**src/rtl/packet_framer_if.sv**
```systemverilog
// Byte-stream and modulator handshake bundle for packet_framer.
// slave = framer side, master = byte source / modulator side.
interface packet_framer_if;
  logic [7:0]   in_data;
  logic         in_valid;
  logic         in_ready;
  logic [127:0] frame_bits;
  logic         mod_start;
  logic         mod_done;
  logic         busy;
  logic         frame_sent;

  modport slave (
    input  in_data, in_valid, mod_done,
    output in_ready, frame_bits, mod_start, busy, frame_sent
  );

  modport master (
    output in_data, in_valid, mod_done,
    input  in_ready, frame_bits, mod_start, busy, frame_sent
  );
endinterface

```
**src/rtl/packet_framer.sv**
```systemverilog
// Collects a 10-byte payload, runs a bit-serial CRC-16/CCITT-FALSE and hands a 128-bit frame
// to the modulator via start/done. Optional PN9 whitening of bits [95:0] under FRAMER_WHITEN_EN.
//
// state      | meaning
// -----------+-----------------------------------------------------------
// COLLECT    | idle / waiting for the next payload byte (in_ready=1)
// CRC_SHIFT  | 8 cycles, one payload bit per cycle into the CRC
// LAUNCH     | write CRC, preamble and sync word into the frame
// WHITEN     | (FRAMER_WHITEN_EN only) 16 cycles whitening the CRC bits
// START_WAIT | mod_start high until mod_done is seen
// DONE_WAIT  | wait for mod_done release, then pulse frame_sent
module packet_framer #(
  parameter logic [15:0] PREAMBLE  = 16'hAAAA,
  parameter logic [15:0] SYNC_WORD = 16'h2DD4,
  parameter logic [15:0] CRC_INIT  = 16'hFFFF,
  parameter logic [15:0] CRC_POLY  = 16'h1021
) (
  input logic           clk,
  input logic           reset,
  packet_framer_if.slave bus
);

  typedef enum logic [2:0] {
    COLLECT    = 3'd0,
    CRC_SHIFT  = 3'd1,
    LAUNCH     = 3'd2,
`ifdef FRAMER_WHITEN_EN
    WHITEN     = 3'd5,
`endif
    START_WAIT = 3'd3,
    DONE_WAIT  = 3'd4
  } state_t;

  state_t         state_q, state_d;
  logic [3:0]     byte_cnt_q, byte_cnt_d;
  logic [2:0]     bit_cnt_q, bit_cnt_d;
  logic [15:0]    crc_q, crc_d;
  logic [7:0]     shift_q, shift_d;
  logic [127:0]   frame_q, frame_d;
  logic           mod_start_q, mod_start_d;
  logic           frame_sent_q, frame_sent_d;
  logic [6:0]     byte_base;
`ifdef FRAMER_WHITEN_EN
  logic [8:0]     lfsr_q, lfsr_d;
  logic [3:0]     wh_cnt_q, wh_cnt_d;
  logic [6:0]     bit_idx;
  logic [6:0]     wh_idx;
`endif

  function automatic logic [15:0] crc_step(input logic [15:0] c, input logic b);
    return {c[14:0], 1'b0} ^ ((c[15] ^ b) ? CRC_POLY : 16'h0000);
  endfunction

  assign bus.in_ready   = (state_q == COLLECT);
  assign bus.busy       = (state_q != COLLECT);
  assign bus.mod_start  = mod_start_q;
  assign bus.frame_sent = frame_sent_q;
  assign bus.frame_bits = frame_q;

  always_comb begin
    state_d      = state_q;
    byte_cnt_d   = byte_cnt_q;
    bit_cnt_d    = bit_cnt_q;
    crc_d        = crc_q;
    shift_d      = shift_q;
    frame_d      = frame_q;
    mod_start_d  = 1'b0;
    frame_sent_d = 1'b0;
    byte_base    = 7'd95 - {byte_cnt_q, 3'b000};
`ifdef FRAMER_WHITEN_EN
    lfsr_d       = lfsr_q;
    wh_cnt_d     = wh_cnt_q;
    // Bit currently shifting belongs to the byte already counted in byte_cnt.
    bit_idx      = 7'd95 - {byte_cnt_q - 4'd1, 3'b000} - {4'b0000, bit_cnt_q};
    wh_idx       = {3'b000, wh_cnt_q};
`endif

    case (state_q)
      COLLECT: begin
        if (bus.in_valid) begin
          shift_d               = bus.in_data;
          frame_d[byte_base -: 8] = bus.in_data;
          byte_cnt_d            = byte_cnt_q + 4'd1;
          bit_cnt_d             = 3'd0;
          state_d               = CRC_SHIFT;
        end
      end

      CRC_SHIFT: begin
        crc_d     = crc_step(crc_q, shift_q[7]);
        shift_d   = {shift_q[6:0], 1'b0};
        bit_cnt_d = bit_cnt_q + 3'd1;
`ifdef FRAMER_WHITEN_EN
        frame_d[bit_idx] = shift_q[7] ^ lfsr_q[0];
        lfsr_d           = {lfsr_q[0] ^ lfsr_q[5], lfsr_q[8:1]};
`endif
        if (bit_cnt_q == 3'd7) begin
          state_d = (byte_cnt_q == 4'd10) ? LAUNCH : COLLECT;
        end
      end

      LAUNCH: begin
        frame_d[15:0]    = crc_q;
        frame_d[127:112] = PREAMBLE;
        frame_d[111:96]  = SYNC_WORD;
`ifdef FRAMER_WHITEN_EN
        wh_cnt_d = 4'd15;
        state_d  = WHITEN;
`else
        mod_start_d = 1'b1;
        state_d     = START_WAIT;
`endif
      end

`ifdef FRAMER_WHITEN_EN
      WHITEN: begin
        // Down-counter walks the CRC field MSB first; terminal count launches.
        frame_d[wh_idx] = frame_q[wh_idx] ^ lfsr_q[0];
        lfsr_d          = {lfsr_q[0] ^ lfsr_q[5], lfsr_q[8:1]};
        if (wh_cnt_q == 4'd0) begin
          mod_start_d = 1'b1;
          state_d     = START_WAIT;
        end else begin
          wh_cnt_d = wh_cnt_q - 4'd1;
        end
      end
`endif

      START_WAIT: begin
        if (bus.mod_done) begin
          state_d = DONE_WAIT;
        end else begin
          mod_start_d = 1'b1;
        end
      end

      DONE_WAIT: begin
        if (!bus.mod_done) begin
          frame_sent_d = 1'b1;
          byte_cnt_d   = 4'd0;
          crc_d        = CRC_INIT;
`ifdef FRAMER_WHITEN_EN
          lfsr_d       = 9'h1FF;
`endif
          state_d      = COLLECT;
        end
      end

      default: begin
        byte_cnt_d = 4'd0;
        bit_cnt_d  = 3'd0;
        crc_d      = CRC_INIT;
        state_d    = COLLECT;
      end
    endcase
  end

  always_ff @(posedge clk or negedge reset) begin
    if (!reset) begin
      state_q      <= COLLECT;
      byte_cnt_q   <= 4'd0;
      bit_cnt_q    <= 3'd0;
      crc_q        <= CRC_INIT;
      shift_q      <= 8'h00;
      frame_q      <= '0;
      mod_start_q  <= 1'b0;
      frame_sent_q <= 1'b0;
`ifdef FRAMER_WHITEN_EN
      lfsr_q       <= 9'h1FF;
      wh_cnt_q     <= 4'd0;
`endif
    end else begin
      state_q      <= state_d;
      byte_cnt_q   <= byte_cnt_d;
      bit_cnt_q    <= bit_cnt_d;
      crc_q        <= crc_d;
      shift_q      <= shift_d;
      frame_q      <= frame_d;
      mod_start_q  <= mod_start_d;
      frame_sent_q <= frame_sent_d;
`ifdef FRAMER_WHITEN_EN
      lfsr_q       <= lfsr_d;
      wh_cnt_q     <= wh_cnt_d;
`endif
    end
  end

endmodule

```
**src/flat_wrapper.sv**
```systemverilog
// flat-port wrapper written by rule: the top's interface ports become plain ports
module packet_framer_flat 
#(
  parameter logic [15:0] PREAMBLE  = 16'hAAAA,
  parameter logic [15:0] SYNC_WORD = 16'h2DD4,
  parameter logic [15:0] CRC_INIT  = 16'hFFFF,
  parameter logic [15:0] CRC_POLY  = 16'h1021
)
  (clk, reset, bus_in_data, bus_in_valid, bus_mod_done, bus_in_ready, bus_frame_bits, bus_mod_start, bus_busy, bus_frame_sent);
  packet_framer_if bus_i ();
  input logic clk;
  input logic reset;
  input wire logic [$bits(bus_i.in_data)-1:0] bus_in_data;
  input wire logic [$bits(bus_i.in_valid)-1:0] bus_in_valid;
  input wire logic [$bits(bus_i.mod_done)-1:0] bus_mod_done;
  output wire logic [$bits(bus_i.in_ready)-1:0] bus_in_ready;
  output wire logic [$bits(bus_i.frame_bits)-1:0] bus_frame_bits;
  output wire logic [$bits(bus_i.mod_start)-1:0] bus_mod_start;
  output wire logic [$bits(bus_i.busy)-1:0] bus_busy;
  output wire logic [$bits(bus_i.frame_sent)-1:0] bus_frame_sent;
  assign bus_i.in_data = bus_in_data;
  assign bus_i.in_valid = bus_in_valid;
  assign bus_i.mod_done = bus_mod_done;
  assign bus_in_ready = bus_i.in_ready;
  assign bus_frame_bits = bus_i.frame_bits;
  assign bus_mod_start = bus_i.mod_start;
  assign bus_busy = bus_i.busy;
  assign bus_frame_sent = bus_i.frame_sent;
  packet_framer #(.PREAMBLE(PREAMBLE), .SYNC_WORD(SYNC_WORD), .CRC_INIT(CRC_INIT), .CRC_POLY(CRC_POLY)) u_core (.clk(clk), .reset(reset), .bus(bus_i));
endmodule
```
**config.mk**
```make
export PLATFORM = sky130hd
export DESIGN_NAME = packet_framer_flat
export DESIGN_NICKNAME = d
export VERILOG_FILES = /design/src/rtl/packet_framer_if.sv /design/src/rtl/packet_framer.sv /design/src/flat_wrapper.sv
export SDC_FILE = /design/constraint.sdc
export NUM_CORES = 1
export LEC_CHECK = 0
export CAP_MARGIN = 20
export CORE_ASPECT_RATIO = 1.4
export CORE_MARGIN = 2
export CORE_UTILIZATION = 41
export DETAILED_ROUTE_END_ITERATION = 6
export PLACE_DENSITY = 0.66
export SLEW_MARGIN = 15
export SYNTH_ARGS = -nofsm -noshare
export SYNTH_HDL_FRONTEND = slang
export SYNTH_SLANG_ARGS = --single-unit
```
**constraint.sdc**
```tcl
create_clock -name clk -period 2.7 [get_ports clk]
set_input_delay 0.54 -clock clk [delete_from_list [all_inputs] [get_ports clk]]
set_output_delay 0.54 -clock clk [all_outputs]
set_load 0.02 [all_outputs]
```
==> flow_summary_export.csv <==
group,metric,value,unit
finish,fin_cells,981,
yosys,ys_seq_elements,164,
pwr,power,9.43,mW
timing,period_minus_slack,2.40,ns
worst_setup_path,crit_chain,"nor2_2, nand2_1, inv_1, clkdlybuf4s50_1",
timing,fin_tns_setup,0,ns
clocking,cts_sinks,164,
finish,final_nets,753,
clocking,cts_resized,0,
yosys,yosysWarnings,0,
floorplanning,dieArea,18900,µm²
route,drt-pass1-iter-count,5,
timing,worst_slew_pin_slew,0.818,ns
clocking,hold_buffers,0,
route,wl_per_cell,20.0,µm
timing,slew_viol_final,0,
finish,area_growth,31.9,%
yosys,synthFlopType,"dfrtp_1",
worst_setup_path,critical-path-max-stage-delay,0.60,ns
clocking,htreeDepth,4,
timing,min_period_over_period,89.0,%
route,drtAntennaViolNets,0,
grt,grt_pass1_vias,5449,
timing,max-slew-margin-rel,45.2,%
route,viasPerCell,5.46,
pwr,p_per_area,981,nW/µm²
clocking,cts_root_buf,"clkbuf_16",
route,totalWireLength,19.7,mm
timing,finalHoldViolCount,0,
finish,diodes,0,
clocking,cts_tree,"done",
grt,grt-ovfl-total,0,
clocking,numCtsBuffers,17,
yosys,syn-num-nets,609,
floorplanning,initial_core_util,41.9,%
pwr,p_leak,4.45,nW
timing,setup_viol,0,
finish,drive_above_1_share,20.4,%
grt,antenna_found_initial,0,
finish,utilization,55.2,%
placement,dp.cells,949,
grt,grt_use_total,21.4,%
grt,grt_max_degree,67,
worst_setup_path,slowest_stage,"clkdlybuf4s50_1",
finish,layout_common_cells,"148 x dfrtp_1, 142 x clkdlybuf4s50_1, 63 x mux2_2, 38 x nand3_1, 28 x o21ai_0",
timing,holdWs,0.110,ns
job,drv_cap,0,
pwr,ir_worst_vdd,0.438,mV
worst_hold_path,hold_class,"input pin to asynchronous set/reset pin",
clocking,postCtsSetupRepairBufs,0,
clocking,cts.clk_slew.worst_paths,0.07,ns
worst_setup_path,required,2.16,ns
yosys,syn_inst,588,
yosys,yosysSeqAreaShare,56.6,%
run_status,status,"finished clean",
worst_setup_path,cp.arrival,1.86,ns
placement,gp_congestion,0.824,
yosys,synthesis.area,7290,µm²
placement,hpwlAfterDp,14.3,mm
timing,max_clock_freq,416,MHz
timing,rsz0062_at_grt,"no",
yosys,synth_cell_type_count,53,
worst_setup_path,critical_path.endpoint_type,"output port",
clocking,clock_latency,0.42,ns
yosys,async_reset_ff_share,100,%
clocking,clk_path_buf_depth,2,
floorplanning,rows,57,
floorplanning,die_x,117,µm
timing,fin_skew,0.00633,ns
route,drt_iter0_drc,292,
worst_setup_path,cp_max_fo,7,
worst_setup_path,start_kind,"flip-flop",
worst_setup_path,critPathTopFamily,"buffers and inverters",
finish,final_common_cell,"dfrtp_1",
grt,grt_pass1_wl,30.8,mm
yosys,synth_edf_count,0,
route,via_count,5352,
floorplanning,ios,144,
worst_setup_path,worstSetupPathType,"flip-flop to output port",
floorplanning,core_area,17400,µm²
yosys,postSynthAreaPerCell,12.4,µm²
worst_setup_path,critPathBufInv,2,
placement,io_buffers,143,
floorplanning,die_y,162,µm
route,drcViolationCount,0,
power breakdown:
group | switching, mW | internal [mW] | leakage, nW
logic | 1.78 | 1.62 | 2.13
clock network | 1.03 | 1.37 | 0.293
registers | 0.456 | 3.17 | 2.03
through the flow:
step                area [µm²]  worst slack (ns)
floorplan                 7290             0.645
global placement          9030             0.259
detailed placement        9030             0.191
CTS                       9610             0.130
global route              9610             0.149
finish                    9610             0.298
routing by layer:
metal	track usage, %	share of wire [%]	wire length (µm)	vias to the layer above
met5	0	0	0	-
met4	6.79	1.9	365	0
met3	3.69	4.8	937	30
met2	37.2	53	10500	166
met1	27.1	40	7880	2731
li1	-	-	-	2425
registers in the layout (all words and copies together) (netlist names):
register,count
u_core.bus.frame_sent,1
u_core.bit_cnt_q,3
u_core.crc_q,16
u_core.byte_cnt_q,4
u_core.state_q,3
u_core.shift_q,8
u_core.bus.mod_start,1
u_core.bus.frame_bits,128
layout make-up:
class | count | area, µm²
clock inverters | 11 | 110
flip-flops and latches | 164 | 4120
clock buffers | 21 | 472
fillers | 1560 | 7790
multi-input cells | 362 | 2910
inverters | 22 | 82.6
repair buffers | 165 | 1620
well taps | 236 | 295
cells in the mapped netlist (3+ instances only):
cell,n,share of area (%)
dfrtp_1,148,51
mux2_2,63,9.7
nand3_1,38,2.6
o21ai_0,28,1.9
nand2_1,26,1.3
mux2i_1,25,3.4
o22a_1,23,2.8
inv_1,21,1.1
clkbuf_1,20,1.0
and2_1,19,1.6
and3b_1,19,2.3
a221o_1,16,2.2
dfstp_2,16,5.8
a21oi_1,15,1.0
buf_2,13,0.89
ha_1,9,1.5
nor3b_1,8,0.82
nand4_2,7,1.2
nor2_1,7,0.36
o21a_1,7,0.72
nor2b_1,5,0.43
a31oi_1,4,0.34
clkbuf_2,4,0.27
and4b_1,3,0.41
nand3_2,3,0.41
nand4_1,3,0.26
nand4b_1,3,0.36
nor3_1,3,0.21
xor2_1,3,0.36
worst paths after layout:
path / start / to / slack (ns) / cells after the start
setup / recovery: u_core.state_q[0] / bus_in_ready / 0.30 / 4
hold / removal: reset / u_core.bus.frame_bits[92] / 0.11 / 1
setup reg to reg: u_core.byte_cnt_q[3] / u_core.bus.frame_bits[82] / 0.42 / 5
hold reg to reg: u_core.shift_q[3] / u_core.shift_q[3] / 0.50 / 1
max in group asynchronous: reset / u_core.crc_q[10] / 1.76 / 2
min in group clk: u_core.shift_q[3] / u_core.shift_q[3] / 0.50 / 1
cell families (layout without fill, tap and decap cells):
kind of cell / Yosys count / in the layout / synth area share [%]
buf+inv: 62 / 219 / 3.74
flops: 164 / 164 / 56.6
mux: 89 / 89 / 13.3
fa+ha+maj: 9 / 9 / 1.55
simple gates: 157 / 157 / 14.0
compound gates: 104 / 104 / 10.4
xor+xnor: 3 / 3 / 0.361
(Power assumes the default switching activity.)
